### src/rtl/user_press.sv
// user_press: debounced push-button press detector with pulse output, debounced level and press counter.
// Optional auto-repeat on a long hold is compiled in when USER_PRESS_AUTO_REPEAT_EN is defined.
module user_press #(
  parameter int DEBOUNCE      = 4,
  parameter int REPEAT_DELAY  = 16,
  parameter int REPEAT_PERIOD = 4
) (
  input  logic       clk,
  input  logic       reset,
  input  logic       in,
  output logic       out,
  output logic       held,
  output logic [7:0] presses
);

  typedef enum logic [1:0] {IDLE, PRESS_WAIT, HELD, RELEASE_WAIT} state_t;

  localparam logic [7:0] DB = 8'(DEBOUNCE);

  if (DEBOUNCE < 1 || DEBOUNCE > 255) begin : g_bad_debounce
    $error("user_press: DEBOUNCE must be 1..255");
  end
  if (REPEAT_DELAY < 1 || REPEAT_DELAY > 255) begin : g_bad_delay
    $error("user_press: REPEAT_DELAY must be 1..255");
  end
  if (REPEAT_PERIOD < 1 || REPEAT_PERIOD > REPEAT_DELAY) begin : g_bad_period
    $error("user_press: REPEAT_PERIOD must be 1..REPEAT_DELAY");
  end

  state_t     state, state_d;
  logic [7:0] cnt, cnt_d;
  logic       out_d, held_d;

`ifdef USER_PRESS_AUTO_REPEAT_EN
  localparam logic [7:0] RPT_LAST   = 8'(REPEAT_DELAY - 1);
  localparam logic [7:0] RPT_RELOAD = 8'(REPEAT_DELAY - REPEAT_PERIOD);
  logic [7:0] rpt, rpt_d;
  logic       fire;
`endif

  // State, debounce counter and registered outputs; reset discards any press in flight.
  always_ff @(posedge clk or posedge reset) begin
    if (reset) begin
      state   <= IDLE;
      cnt     <= '0;
      out     <= 1'b0;
      held    <= 1'b0;
      presses <= '0;
`ifdef USER_PRESS_AUTO_REPEAT_EN
      rpt     <= '0;
`endif
    end else begin
      state   <= state_d;
      cnt     <= cnt_d;
      out     <= out_d;
      held    <= held_d;
      presses <= presses + 8'(out_d);
`ifdef USER_PRESS_AUTO_REPEAT_EN
      rpt     <= rpt_d;
`endif
    end
  end

  // Next-state: count consecutive samples that disagree with the debounced level before accepting a change.
  always_comb begin
    state_d = state;
    cnt_d   = cnt;
    out_d   = 1'b0;
    case (state)
      IDLE: begin
        if (in) begin
          state_d = PRESS_WAIT;
          cnt_d   = 8'd1;
        end
      end
      PRESS_WAIT: begin
        if (!in) begin
          state_d = IDLE;
          cnt_d   = '0;
        end else if (cnt == DB) begin
          state_d = HELD;
          cnt_d   = '0;
          out_d   = 1'b1;
        end else begin
          cnt_d = cnt + 8'd1;
        end
      end
      HELD: begin
        if (!in) begin
          state_d = RELEASE_WAIT;
          cnt_d   = 8'd1;
        end
      end
      RELEASE_WAIT: begin
        if (in) begin
          state_d = HELD;
          cnt_d   = '0;
        end else if (cnt == DB) begin
          state_d = IDLE;
          cnt_d   = '0;
        end else begin
          cnt_d = cnt + 8'd1;
        end
      end
      default: begin
        state_d = IDLE;
        cnt_d   = '0;
      end
    endcase
`ifdef USER_PRESS_AUTO_REPEAT_EN
    fire  = state == HELD && in && rpt == RPT_LAST;
    rpt_d = (state == HELD && in) ? (fire ? RPT_RELOAD : rpt + 8'd1) : '0;
    out_d = out_d | fire;
`endif
    held_d = state_d == HELD || state_d == RELEASE_WAIT;
  end

endmodule

### config.mk
export PLATFORM = sky130hd
export DESIGN_NAME = user_press
export DESIGN_NICKNAME = d
export VERILOG_FILES = /design/src/rtl/user_press.sv
export SDC_FILE = /design/constraint.sdc
export NUM_CORES = 1
export LEC_CHECK = 0
export CORE_MARGIN = 1.5
export CORE_UTILIZATION = 56
export DETAILED_ROUTE_END_ITERATION = 10
export PLACE_DENSITY = 0.91
export SLEW_MARGIN = 20
export SYNTH_ARGS = -nofsm -noshare
export SYNTH_HDL_FRONTEND = slang
export SYNTH_SLANG_ARGS = --single-unit
### constraint.sdc
create_clock -name clk -period 4.2 [get_ports clk]
set_input_delay 0.84 -clock clk [delete_from_list [all_inputs] [get_ports clk]]
set_output_delay 0.84 -clock clk [all_outputs]
set_load 0.005 [all_outputs]
# After elaboration in Yosys (flattened, before gate mapping)
# Cells that the tools add are included.
word_totals:
  reg_bits: 20
  input_bits: 3
  output_inout_bits: 10
  wordCells: 34
op_classes:
  add_sub_neg: 2
  n_eq_ne: 8
  n_mux: 16
  n_reduce_logical: 3
op_table:
  columns: ["cell", "n"]
  rows:
  - ["two-way mux 8 bit", 5]
  - ["case mux 8 bit (4 select lines)", 1]
  - ["two-way mux 2 bit", 6]
  - ["adder 8 x 1 -> 8 bit", 1]
  - ["adder 8 x 1 -> 8 bit (second input constant)", 1]
  - ["equality test 2 bit (second input constant)", 4]
  - ["equality test 8 x 3 -> 1 bit (second input constant)", 1]
  - ["case mux 2 bit (4 select lines)", 1]
  - ["inequality test 2 bit (second input constant)", 2]
  - ["two-way mux 1 bit", 3]
  - ["equality test 2 x 1 -> 1 bit (second input constant)", 1]
  - ["zero test 2 bit", 1]
  - ["AND reduction 2 bit", 1]
  - ["logical OR 1 bit", 1]

# Logic depth before layout (Yosys ltp)
# Gate-level depths: netlist of the first run.
depth:
  depth_word: 6
  depth_mapped: 10

# Worst setup path after synthesis of the first run
# No wires, ideal clock.
synth_path:
  path_kind: "flip-flop to flip-flop"
  start: "reg cnt[3]"
  end: "reg presses[6]"
  setup_ps: 123
  arrival_ps: 1998
  t_required_ps: 4077
  setup_slack_ps: 2079
  stages_incl_launch_ff: 10
  path_cell_list: "dfrtp_1 -> buf_6 -> nor3_1 -> nand3_1 -> nor3b_1 -> ha_1 -> ha_1 -> and3_1 -> nand3_1 -> xnor2_1"
synth_via:
  elab_chain_len: 5
synth_lines:
  columns: ["item", "line_no", "text"]
  rows:
  - ["from (decl)", "31", "logic [7:0] cnt, cnt_d;"]
  - ["from (signal assigned)", "54", "cnt <= cnt_d;"]
  - ["equality test 8 x 3 -> 1 bit", "80", "end else if (cnt == DB) begin"]
  - ["two-way mux 1 bit", "80", null]
  - ["two-way mux 1 bit", "77", "if (!in) begin"]
  - ["two-way mux 1 bit", "69", "case (state)"]
  - ["named net out_d", "32", "logic out_d, held_d;"]
  - ["adder 8 x 1 -> 8 bit", "57", "presses <= presses + 8'(out_d);"]
  - ["to (signal assigned)", "57", null]
  - ["to (decl)", "13", "output logic [7:0] presses"]
# The timed path passes the listed nets, and every way through them passes these cells.
# A chain may end at the register's enable or synchronous reset.

# Worst setup path in the final report of the first run
# Same ends and word-level chain as after synthesis.

==> impl_metrics.yaml, run 1 <==
worst_setup_path:
  r2r_setup_slack_ns: 1.81
  end_kind: "register"
  reg2reg_depth: 8
  startpoint_type: "register"
  worstPathMaxFanout: 8
  path_class: "register to register"
  crit_arrival_ns: 2.57
  rr_startpoint: "cnt[3]$_DFFE_PP0P_"
  cp.required_ns: 4.38
  reg2reg_to: "presses[6]$_DFF_PP0_"
timing:
  setup_tns_ns: 0
  setup_violations: 0
  fin_skew_ns: 0.007800
  max_clock_freq_mhz: 418.4
  rsz0062_at_grt: "no"
  finalCritPeriodShare_pct: 56.90
  slew_headroom_pct: 50.14
  fin_crit_ns: 2.390
  tightest_slew_ns: 0.7466
  slew_violations: 0
  fin_ws_ns: 1.810
  hold_viol: 0
hold_path:
  min_from: "presses[7]$_DFF_PP0_"
  hold-path-endpoint: "presses[7]$_DFF_PP0_"
  hold_depth: 1
  hold_class: "register to register"
clock_network:
  hold_buffers: 0
  htree_levels: 1
  cts_root_buf: "clkbuf_4"
  cts.reportedPaths.clkPinSlew_ns: 0.11
  cts_tree: "built"
  insertion_delay_ns: 0.30
  clock-sinks: 20
  numCtsBuffers: 3
  clk_path_buf_depth: 2
  cts_resized: 0
  postCtsSetupRepairBufs: 0
detailed_routing:
  drtAntennaViolNets: 0
  drt-total-wl_um: 1727
  drt_iter0_drc: 12
  vias_per_cell: 6.124
  drc: 0
  wl_per_cell_um: 15.28
  vias: 692
  dr.pass1.iters: 4
floorplanning:
  rows: 14
  die-area_mm2: 0.001964
  core_mm2: 0.001559
  start_util_pct: 61.32
  die_w_um: 44.32
  ios: 13
  die_h_um: 44.32
synthesis:
  netlist_instances: 83
  async_reset_ff_share_pct: 100.0
  yosys-top-cells-area: "dfrtp_1 52%, ha_1 5.2%, xnor2_1 4.6%, mux2_2 3.5%, nand3_1 3.1%"
  syn_nets: 90
  yosys.area.top_type: "dfrtp_1"
  synth.most_common_cell: "dfrtp_1"
  yosys_warnings: 0
  synth_edf_count: 0
  ys_seq_elements: 20
  yosysTopAreaCellShare_pct: 52.36
  ys_top_cells_by_count: "20 x dfrtp_1, 8 x nand2_1, 6 x nand3_1, 5 x xnor2_1"
  yosysSeqAreaShare_pct: 52.36
  syn-cell-area_um2: 955.9
  ys_types: 28
  ys.flop_type: "dfrtp_1"
  syn_avg_cell_area_um2: 11.52
finish:
  drive_gt1_share_pct: 14.43
  utilization_pct: 71.19
  area_growth_syn_to_layout_pct: 16.10
  antennaDiodeCount: 0
  fin_nets: 105
outcome:
  status: "finished clean"
place:
  dp.final_hpwl_um: 1217
  gp_congestion: 0.8331
  io_buffers: 12
  pre_cts_slack_ns: 1.558
grt:
  grt_pass1_wl_um: 2939
  gr-total-overflow: 0
  antenna_found_initial: 0
  grt_use_total_pct: 21.09
  first_global_vias: 687
  grt_start_max_net_pins: 21
pwr:
  power_leakage_nw: 0.5051
  ir_drop_uv: 350.2
  p_per_area_mw_per_mm2: 514.2
flow_run:
  maxCapViolCount: 0
[cell usage in the layout, fill, tap and decap left out, types with 2 or more instances in the layout]
cell / instances
mux2_2: 3
ha_1: 4
a21oi_1: 3
nand3_1: 6
and3_1: 2
dfrtp_1: 20
nand4_1: 3
nand2_1: 8
nor3_1: 2
clkbuf_4: 3
o21ai_0: 2
xor2_1: 2
xnor2_1: 5
clkdlybuf4s50_1: 12
inv_1: 4
a31oi_1: 4
[sequential cells by signal (all words and copies together), names as in the netlist]
register  count
state         2
presses       8
cnt           8
held          1
out           1
[through the flow]
stage	power (W)	hold slack, ns	cell area (µm²)	cells
3_5_place_dp	0.0004589	0.4619	1074	109
4_1_cts	0.0005726	0.4812	1110	113
2_1_floorplan	0.0004116	0.4682	955.9	83
3_3_place_gp	0.0004481	0.4590	1074	109
6_report	0.0005706	0.4729	1110	113
5_1_grt	0.0006079	0.5233	1110	113
[worst max-delay path by stage]
stage	to	slack, ns	from	cells after the start
3_5_place_dp	presses[6]$_DFF_PP0_	1.56	in	7
4_1_cts	presses[6]$_DFF_PP0_	1.78	cnt[3]$_DFFE_PP0P_	8
5_1_grt	presses[6]$_DFF_PP0_	1.67	cnt[3]$_DFFE_PP0P_	8
3_3_place_gp	presses[6]$_DFF_PP0_	1.64	in	7
2_1_floorplan	presses[6]$_DFF_PP0_	2.08	cnt[3]$_DFFE_PP0P_	9
6_report	presses[6]$_DFF_PP0_	1.81	cnt[3]$_DFFE_PP0P_	8
[cell type report]
| class | instances | area, µm² |
|---|---|---|
| Multi-Input combinational cell | 57 | 417.9 |
| Inverter | 4 | 15.01 |
| Clock buffer | 4 | 36.28 |
| Tap cell | 16 | 20.02 |
| Fill cell | 102 | 449.2 |
| Timing Repair Buffer | 12 | 120.1 |
| Sequential cell | 20 | 500.5 |
[power by group]
group	internal (W)	switching [W]	total, W
clock network	0.0000528	0.0000572	0.000110
registers	0.000232	0.0000398	0.000272
logic	0.0000906	0.0000984	0.000189
total	0.000375	0.000195	0.000571
[critical path, stage by stage (launching register included)]
cell and delay, ns:
dfrtp_1 0.48, nor3_1 0.44, nand3_1 0.22, nor3b_1 0.29, ha_1 0.23, ha_1 0.18
and3_1 0.19, nand3_1 0.10, xnor2_1 0.14
[per-layer routing]
metal | vias up | track usage, % | wire (µm)
met5 | - | 0 | 0
met4 | 0 | 7.879 | 18
met3 | 2 | 7.347 | 84
met2 | 23 | 34.41 | 890
met1 | 340 | 25.89 | 734
li1 | 327 | - | -
[kinds of logic after synthesis]
logic type | after synthesis | share of synthesized area, %
and+or+nand+nor | 28 | 16.49
DFF | 20 | 52.36
AOI/OAI and AO/OA | 14 | 10.99
xor gates and xnor gates | 7 | 6.414
buffers and inverters | 6 | 3.926
muxes | 4 | 4.581
adders and majority gates | 4 | 5.236
(Power assumes the default switching activity.)
==> run 2, diff against run 1 <==
Settings changed: CORE_UTILIZATION 56 to 47, PLACE_DENSITY 0.91 to 0.83.
Clock period 4.2 ns to 2 ns, I/O delays scaled along.
==> run 2 against run 1 <==
- the run now ends with negative setup slack left
- clock skew fell by 0.0058 ns
- die area is 18% higher
- largest power group is now combinational cells
- wire length grew 28%
==> impl_metrics.yaml, run 2 (synthesis results as in run 1) <==
outcome:
  status: "finished with violations"
  failed_checks: "negative setup slack"
timing:
  slew_headroom_pct: 75.14
  slew_violations: 0
  max_clock_freq_mhz: 488.7
  finalCritPeriodShare_pct: 102.3
  fin_ws_ns: -0.04610
  fin_crit_ns: 2.046
  setup_violations: 1
  rsz0062_at_grt: "yes"
  fin_skew_ns: 0.001999
  hold_viol: 0
  tightest_slew_ns: 0.3703
worst_setup_path:
  crit_family: "simple AND/OR/NAND/NOR gates"
  crit_arrival_ns: 2.25
  path_common_cell: "ha_4"
  crit_buf_inv: 1
  cp.required_ns: 2.20
  critical-path-slowest-cell: "dfrtp_1"
  path_class: "register to register"
  reg2reg_to: "presses[6]$_DFF_PP0_"
  rr_startpoint: "cnt[0]$_DFFE_PP0P_"
  startpoint_type: "register"
  r2r_setup_slack_ns: -0.05
  max_stage_delay_ns: 0.41
  worstPathMaxFanout: 3
  reg2reg_depth: 10
  crit_chain: "inv_2 -> ha_4 -> and4bb_4 -> nand3_4 -> nor3b_4 -> ha_4 -> ha_4 -> and3_4 -> nand3_2 -> xnor2_1"
  end_kind: "register"
floorplanning:
  ios: 13
  core_mm2: 0.001942
  rows: 16
  die_w_um: 48.10
  start_util_pct: 49.23
  die-area_mm2: 0.002314
  die_h_um: 48.10
clock_network:
  clk_path_buf_depth: 2
  cts.reportedPaths.clkPinSlew_ns: 0.12
  cts_root_buf: "clkbuf_4"
  htree_levels: 1
  insertion_delay_ns: 0.30
  hold_buffers: 0
  numCtsBuffers: 3
  clock-sinks: 20
  cts_tree: "built"
hold_path:
  hold_class: "input port to asynchronous set/reset pin"
grt:
  first_global_vias: 704
  gr-total-overflow: 0
  grt_start_max_net_pins: 21
  grt_use_total_pct: 20.14
  antenna_found_initial: 0
  grt_pass1_wl_um: 3187
pwr:
  p_sw_w: 0.0005274
  combPwrFrac_pct: 42.2
  ir_drop_uv: 778.4
  p_clk_share_pct: 21.5
  p_per_area_mw_per_mm2: 1143
  p_seq_share_pct: 36.3
  switching_share_pct: 33.60
  p_int_w: 0.001042
  power_leakage_nw: 0.6186
place:
  placedInstanceArea_mm2: 0.001235
  io_buffers: 12
  pre_cts_slack_ns: -0.1280
  gp_congestion: 0.8340
  dp.final_hpwl_um: 1363
detailed_routing:
  vias: 762
  drtAntennaViolNets: 0
  drt_iter0_drc: 15
  dr.pass1.iters: 4
  drc: 0
  wl_per_cell_um: 15.30
  vias_per_cell: 5.255
  drt-total-wl_um: 2219
finish:
  fin_nets: 126
  drive_gt1_share_pct: 38.14
  utilization_pct: 70.75
  antennaDiodeCount: 0
  area_growth_syn_to_layout_pct: 43.72
  layout_commonest_cell: "buf_4"
  fin_area_mm2: 0.001374
  fillers: 140
  reg_top3: "cnt x8, presses x8, state x2"
  final_cell_mix: "21 x buf_4, 20 x dfrtp_1, 12 x clkdlybuf4s50_1"
flow_run:
  maxCapViolCount: 0
[run 2: cell types whose count changed in the layout (fill, tap and decap cells not counted), sizes merged]
cell / delta
buf: +21
bufinv: +1
clkbuf: -1
[run 2: how the worst max path moves through the flow]
| stage | from | cells past startpoint | slack (ns) | endpoint |
|---|---|---|---|---|
| 2_1_floorplan | cnt[0]$_DFFE_PP0P_ | 10 | 0.01 | presses[6]$_DFF_PP0_ |
| 3_3_place_gp | in | 7 | -0.005 | presses[6]$_DFF_PP0_ |
| 3_5_place_dp | in | 7 | -0.13 | presses[6]$_DFF_PP0_ |
| 4_1_cts | cnt[0]$_DFFE_PP0P_ | 10 | -0.04 | presses[6]$_DFF_PP0_ |
| 5_1_grt | cnt[1]$_DFFE_PP0P_ | 10 | -0.14 | presses[6]$_DFF_PP0_ |
| 6_report | cnt[0]$_DFFE_PP0P_ | 10 | -0.05 | presses[6]$_DFF_PP0_ |
[run 2: what timing repair did]
item	4_1_cts	5_1_grt
gates cloned	0	0
pin swaps	3	3
endpoints found under the setup margin	3	5
resized for setup	5	2
setup buffers	6	1
[run 2: worst min-delay path: cells and delay by family]
family                 cells  cell delay [ns]
buffers and inverters      3             0.71
[run 2: power groups by stage]
| stage | Clock, W | Sequential [W] | Combinational (W) |
|---|---|---|---|
| after CTS | 0.000339 | 0.000567 | 0.000616 |
| after detailed placement | 0 | 0.000563 | 0.000552 |
| after global routing | 0.000358 | 0.000580 | 0.000713 |
| after global placement | 0 | 0.000558 | 0.000526 |
| final | 0.000337 | 0.000570 | 0.000662 |
| after floorplan | 0 | 0.000564 | 0.000327 |
[run 2: per-stage QoR]
stage / cells / hold WS [ns] / setup TNS, ns / power [W]
floorplan: 83 / 0.3638 / 0 / 0.0008913
global route: 145 / 0.4363 / -0.2990 / 0.001650
global placement: 134 / 0.4636 / -0.005018 / 0.001084
finish: 145 / 0.4096 / -0.04610 / 0.001570
detailed placement: 134 / 0.4794 / -0.1886 / 0.001115
CTS: 144 / 0.4094 / -0.03986 / 0.001522
[run 2: cell type report]
cell class | count | area, µm² | area share [%]
Timing Repair Buffer | 33 | 277.8 | 20.22
Tap cell | 27 | 33.78 | 2.459
Clock inverter | 1 | 30.03 | 2.186
Clock buffer | 3 | 22.52 | 1.639
Inverter | 4 | 15.01 | 1.093
Multi-Input combinational cell | 57 | 494.2 | 35.97
Sequential cell | 20 | 500.5 | 36.43
[run 2: per-layer routing]
| layer | part of all wire [%] | wire length, µm | vias to the layer above | GRT usage (%) |
|---|---|---|---|---|
| li1 | - | - | 366 | - |
| met1 | 44 | 969 | 373 | 26.37 |
| met2 | 53 | 1170 | 21 | 34.67 |
| met3 | 3.1 | 69 | 2 | 3.704 |
| met4 | 0.41 | 9 | 0 | 4.865 |
| met5 | 0 | 0 | - | 0 |
==> run 3, diff against run 2 <==
Settings changed: SKIP_CTS_REPAIR_TIMING set to 1.
==> run 3 against run 2 <==
- the flow still finishes with violations (negative setup slack)
- core utilization is 1.5 points lower
- via count is 5.9% lower
- combinational power is 11% lower
- first-iteration DRC count is 60% lower
- cell count is 2.8% lower
- clock skew is 0.00068 ns lower
- maximum frequency is 0.39% higher
- final area is 2.2% lower
- total power is 4.4% lower
==> impl_metrics.yaml, run 3 (synthesis results as in run 1) <==
floorplanning:
  core_mm2: 0.001942
  die-area_mm2: 0.002314
  ios: 13
  rows: 16
  die_h_um: 48.10
  die_w_um: 48.10
  start_util_pct: 49.23
grt:
  grt_start_max_net_pins: 21
  gr-total-overflow: 0
  first_global_vias: 668
  antenna_found_initial: 0
  grt_use_total_pct: 18.05
  grt_pass1_wl_um: 2904
clock_network:
  clk_path_buf_depth: 2
  clock-sinks: 20
  cts_tree: "built"
  htree_levels: 1
  cts.reportedPaths.clkPinSlew_ns: 0.12
  insertion_delay_ns: 0.31
  cts_root_buf: "clkbuf_4"
  numCtsBuffers: 3
worst_setup_path:
  path_common_cell: "ha_4"
  end_kind: "register"
  cp.required_ns: 2.21
  critical-path-slowest-cell: "dfrtp_1"
  path_class: "register to register"
  crit_chain: "inv_2 -> ha_4 -> and4bb_4 -> nand3_4 -> nor3b_4 -> ha_4 -> ha_4 -> and3_4 -> nand3_2 -> xnor2_1"
  max_stage_delay_ns: 0.41
  crit_arrival_ns: 2.25
  startpoint_type: "register"
  worstPathMaxFanout: 3
place:
  dp.final_hpwl_um: 1363
  io_buffers: 12
  pre_cts_slack_ns: -0.1280
  gp_congestion: 0.8340
timing:
  hold_viol: 0
  rsz0062_at_grt: "yes"
  setup_violations: 1
  fin_ws_ns: -0.03814
  slew_headroom_pct: 77.96
  fin_skew_ns: 0.001317
  slew_violations: 0
  fin_crit_ns: 2.038
  tightest_slew_ns: 0.3283
  setup_tns_ns: -0.03814
  holdWs_ns: 0.4062
  max_clock_freq_mhz: 490.6
  finalCritPeriodShare_pct: 101.9
detailed_routing:
  vias: 717
  drt_iter0_drc: 6
  vias_per_cell: 5.085
  drc: 0
  drt-total-wl_um: 1965
  wl_per_cell_um: 13.94
  drtAntennaViolNets: 0
  dr.pass1.iters: 3
finish:
  area_growth_syn_to_layout_pct: 40.58
  layout_commonest_cell: "dfrtp_1"
  drive_gt1_share_pct: 35.96
  reg_top3: "cnt x8, presses x8, state x2"
  final_cell_mix: "20 x dfrtp_1, 17 x buf_4, 12 x clkdlybuf4s50_1"
  antennaDiodeCount: 0
  fin_nets: 122
  fillers: 142
  utilization_pct: 69.20
outcome:
  failed_checks: "negative setup slack"
  status: "finished with violations"
flow_run:
  maxCapViolCount: 0
pwr:
  p_per_area_mw_per_mm2: 1116
  ir_drop_uv: 820.4
  power_leakage_nw: 0.5998
hold_path:
  hold_class: "input port to asynchronous set/reset pin"
run 3: changes by cell type in the layout (fill, tap and decap cells not counted), sizes merged:
cell | before | now
buf | 21 | 17
run 3: path summary, 6_finish.rpt:
| check | startpoint | endpoint | slack (ns) | depth (start not counted) |
|---|---|---|---|---|
| max | cnt[0]$_DFFE_PP0P_ | presses[6]$_DFF_PP0_ | -0.04 | 10 |
| min | reset | cnt[6]$_DFFE_PP0P_ | 0.41 | 3 |
| max reg2reg | cnt[0]$_DFFE_PP0P_ | presses[6]$_DFF_PP0_ | -0.04 | 10 |
| min reg2reg | presses[7]$_DFF_PP0_ | presses[7]$_DFF_PP0_ | 0.48 | 1 |
| max in group asynchronous | reset | state[1]$_DFF_PP0_ | 1.39 | 3 |
| min in group clk | presses[7]$_DFF_PP0_ | presses[7]$_DFF_PP0_ | 0.48 | 1 |
run 3: final cells by class:
cell class	count	area, µm²	area share (%)
flip-flops and latches	20	500.5	37.24
clock inverters	1	30.03	2.235
repair buffers	29	247.7	18.44
well taps	27	33.78	2.514
clock buffers	3	22.52	1.676
inverters	4	15.01	1.117
multi-input cells	57	494.2	36.78
run 3: per-layer routing:
metal  part of all wire (%)  GRT usage [%]  wire length [µm]
met5                      0              0                 0
met4                   0.46          5.405                 9
met3                    1.8          3.333                36
met2                     50          29.33               991
met1                     47          24.70               927
run 3: stage by stage:
stage          total power, W  area (µm²)  cells
4_1_cts              0.001456        1287    138
6_report             0.001500        1344    141
3_5_place_dp         0.001115        1235    134
5_1_grt              0.001582        1344    141
2_1_floorplan       0.0008913       998.5     83
3_3_place_gp         0.001084        1235    134
run 3: critical path, delay by kind of cell, from the launching register on:
family	cells	cell delay, ns
buffers and inverters	1	0.09
and+or+nand+nor	5	0.87
xor gates and xnor gates	1	0.13
adders and majority gates	3	0.43
DFF	1	0.41
run 3: power breakdown:
group	total, W	internal, W	switching (W)	leakage, nW
Sequential	0.000569	0.000487	0.0000818	0.266
Clock	0.000340	0.000203	0.000138	0.0279
Combinational	0.000591	0.000312	0.000279	0.306
